===== config.mk =====
export PLATFORM = sky130hd
export DESIGN_NAME = mem_rdata_demux
export DESIGN_NICKNAME = d
export VERILOG_FILES = /design/src/rtl/mem_rdata_demux.sv
export SDC_FILE = /design/constraint.sdc
export NUM_CORES = 1
export LEC_CHECK = 0
export CAP_MARGIN = 20
export CORE_MARGIN = 2
export CORE_UTILIZATION = 40
export DETAILED_ROUTE_END_ITERATION = 16
export GPL_TIMING_DRIVEN = 0
export PLACE_DENSITY = 0.75
export SYNTH_ARGS = -nofsm -noshare
export SYNTH_HDL_FRONTEND = slang
export SYNTH_SLANG_ARGS = --single-unit

===== constraint.sdc =====
create_clock -name clk -period 1 [get_ports clk]
set_input_delay 0.2 -clock clk [delete_from_list [all_inputs] [get_ports clk]]
set_output_delay 0.2 -clock clk [all_outputs]
set_load 0.1 [all_outputs]

===== src/rtl/mem_rdata_demux.sv =====
// mem_rdata_demux: phase generator and tagged return-data steering for a shared single-port memory
module mem_rdata_demux #(
  parameter int N = 32
) (
  input  logic         clk,
  input  logic         rst,
  input  logic         stall,
  input  logic         flush,
  input  logic         req_valid,
  input  logic [N-1:0] mem_rdata,
  output logic         phase,
  output logic [N-1:0] inst_out,
  output logic         inst_valid,
  output logic [N-1:0] data_out,
  output logic         data_valid,
  output logic         busy
);
  logic tag_valid, tag_phase, cap_inst, cap_data;
  assign cap_inst = tag_valid & ~tag_phase & ~flush;
  assign cap_data = tag_valid & tag_phase;
  assign busy = tag_valid;
  always_ff @(posedge clk) begin
    if (rst) begin
      phase      <= 1'b0;
      tag_valid  <= 1'b0;
      tag_phase  <= 1'b0;
      inst_out   <= '0;
      data_out   <= '0;
      inst_valid <= 1'b0;
      data_valid <= 1'b0;
    end else begin
      phase      <= stall ? phase : ~phase;
      tag_valid  <= req_valid & ~stall;
      tag_phase  <= phase;
      inst_valid <= cap_inst;
      data_valid <= cap_data;
      if (cap_inst) inst_out <= mem_rdata;
      if (cap_data) data_out <= mem_rdata;
    end
  end
endmodule


==> summary.md <==
| Metric | Value |
|---|---|
| Status | `finished with violations` |
| Violated checks | `setup timing` |
| Leak Pwr | `0.00197 uW` |
| Unique masters post-synth | `18` |
| Routed Antenna Nets | `0` |
| Worst-margin pin slew | `441 ps` |
| Finished Layout Cells | `529` |
| CTS tree | `done` |
| Seq/Total Area, Yosys | `46.3%` |
| Clk_lat worst skew | `340 ps` |
| Count of final setup violators | `130` |
| Crit-path max cell delay | `370 ps` |
| Max Slew Vio Count | `0` |
| Cell chain of the critical path | `nor3b_4 > buf_6 > buf_12 > mux2i_1` |
| Clock power frac | `37.7%` |
| Drt first pass iters | `4` |
| Design Area, Final | `5260 um^2` |
| Crit path DAT | `1400 ps` |
| Post-Syn Area | `2980 um^2` |
| Detailed Route Iter0 Violations | `54` |
| Delay-heaviest family, CP | `flip-flops` |
| Area grow syn2layout | `76.2%` |
| Max-Slew Margin vs Limit | `70.6%` |
| Vias/cell | `4.87` |
| PwrDens | `1200 nW/um^2` |
| Remaining DRCs | `0` |
| Bufs and invs on worst path | `2` |
| Initial antenna violation count | `0` |
| GRT Util Overall | `20.4%` |
| Ant diodes | `0` |
| CP Class | `reg2reg` |
| CTS Buf Count | `9` |
| IO buf count | `103` |
| Max Clk Rate | `0.872 GHz` |
| Net Switching | `1730 uW` |
| Endpoints failing hold | `0` |
| RSZ-0062 raised after global routing | `yes` |
| Ports | `105` |
| Largest net degree at the start of global routing | `13` |
| Switching share of power | `27.5%` |
| Clock sinks | `69` |
| Critical path data required time | `1250 ps` |
| Share of layout cells above drive strength 1 | `50.7%` |
| Syn nets | `335` |
| Clock transition at the registers of the reported paths | `80 ps` |
| DIE AREA | `8160 um^2` |
| Placed cells | `500` |
| Crit end category | `flip-flop` |
| # fillers | `511` |
| HPWL after detailed placement | `5.44 mm` |
| Cell area after placement | `4190 um^2` |
| Routed vias | `2574` |
| Gr ovfl total | `0` |
| Logic pwr share | `17.1%` |
| Worst setup SP type | `flip-flop` |
| Setup_tns | `-11240 ps` |
| Clock buffer depth | `2` |
| First-pass GRT wire length | `13.4 mm` |
| CP max FO | `10` |
| Post-layout util | `72.5%` |
| Cell row count | `31` |
| Vias in the first global route | `2761` |
| Final period util | `115%` |
| Register bit count reported by yosys | `69` |
| Max H-tree Level | `3` |
| Nets@finish | `462` |
| Pre-CTS setup slack | `-680 ps` |
| CTS Root Cell | `clkbuf_8` |
| Final critical-path required period | `1150 ps` |
| Die width | `90.3 um` |
| Max-cap viol count | `0` |
| Initial Utilization | `41.1%` |
| Seq pwr share | `45.3%` |
| Synth Instances | `298` |
| Area of the core | `7250 um^2` |
| VDD IR max | `0.765 mV` |
| Drt total wl | `8.14 mm` |
| Slowest CP cell | `dfxtp_4` |
| Worst min path class | `in2reg` |
| Clock skew | `5.92 ps` |
| Syn avg cell area | `10.0 um^2` |
| GP Congestion | `0.750` |
| Worst setup slack after layout | `-146 ps` |
| Die Height | `90.3 um` |
| DR WL/cell | `15.4 um` |
| YS warnings | `0` |
| Internal power | `4560 uW` |
-- through the flow --
stage / total power [uW] / hold slack [ps]
after floorplan: 3500 / 266
after global placement: 3820 / 458
after detailed placement: 3830 / 460
after CTS: 6330 / 246
after global routing: 6520 / 294
final: 6290 / 261
-- registers in the layout (all words and copies together), names as in the netlist --
signal,count
busy,1
data_out,32
data_valid,1
inst_out,32
inst_valid,1
phase,1
tag_phase,1
-- worst paths after layout --
| check | endpoint | slack [ps] | cells past startpoint | start |
|---|---|---|---|---|
| worst min-delay path | inst_out[24]$_SDFFE_PP0P_ | 260 | 3 | rst |
| worst max register to register | inst_out[10]$_SDFFE_PP0P_ | -150 | 4 | busy$_SDFF_PP0_ |
| worst min register to register | inst_out[12]$_SDFFE_PP0P_ | 490 | 2 | inst_out[12]$_SDFFE_PP0P_ |
| worst max-delay path | inst_out[10]$_SDFFE_PP0P_ | -150 | 4 | busy$_SDFF_PP0_ |
-- synthesized netlist by cell type --
master	instances	share of area (%)
nor2_1	2	0.25
nand2_1	1	0.13
a21bo_1	3	1.0
buf_6	3	1.1
nor3b_2	1	0.42
nand3_1	32	5.4
nor3b_1	1	0.25
buf_2	14	2.4
nand2b_1	64	13
dfxtp_1	69	46
buf_4	1	0.25
buf_8	3	1.5
clkbuf_1	8	1.0
a21oi_1	32	5.4
a21bo_2	29	9.7
nor2b_1	2	0.42
mux2i_1	32	11
xor2_1	1	0.29
-- repair_timing --
item	in CTS	in global routing
hold buffers	0	0
endpoints found under the setup margin	131	132
setup buffers	5	8
pin swaps	0	0
resized for setup	653	4
hold endpoints to repair	0	0
-- cell families (layout without fill, tap and decap cells) --
| logic type | after synthesis | in the layout | share of synthesized area [%] |
|---|---|---|---|
| multiplexers | 32 | 32 | 10.7 |
| XOR/XNOR | 1 | 1 | 0.294 |
| flip-flops | 69 | 69 | 46.3 |
| AO/OA/AOI/OAI | 64 | 64 | 16.1 |
| buffers and inverters | 29 | 161 | 6.25 |
| AND/OR/NAND/NOR | 103 | 103 | 20.3 |
-- layer usage --
layer | global-route usage, % | vias up | wire [um]
li1 | - | 1261 | -
met1 | 22.8 | 1218 | 3270
met2 | 36.5 | 79 | 4190
met3 | 6.01 | 16 | 516
met4 | 7.56 | 0 | 154
met5 | 0 | - | 0
-- worst register-to-register path, stage by stage (launching register included) --
cell and delay [ps]:
dfxtp_4 370, nor3b_4 180, buf_6 160, buf_12 150, mux2i_1 210
-- placed cells by master, fill, tap and decap left out, drive strengths merged --
cell,count
a21bo,32
a21oi,32
buf,102
bufinv,1
clkbuf,19
clkdlybuf4s50,35
clkinv,1
clkinvlp,3
dfxtp,69
mux2i,32
nand2,1
nand2b,64
nand3,32
nor2,2
nor2b,2
nor3b,2
xor2,1
-- power by group through the flow --
stage	logic (uW)	clock network [uW]	registers, uW
after floorplan	282	0	3210
after global placement	936	0	2890
after detailed placement	944	0	2890
after CTS	1060	2420	2850
after global routing	1130	2540	2850
final	1070	2370	2850
-- cell type report --
type,instances,area (um^2),share of cell area [%]
Buffer,29,220,4.19
Clock buffer,11,153,2.90
Clock inverter,5,57.6,1.10
Multi-Input combinational cell,200,1420,27.0
Sequential cell,69,1480,28.2
Tap cell,99,124,2.36
Timing Repair Buffer,116,1800,34.3
(Power assumes the default switching activity.)
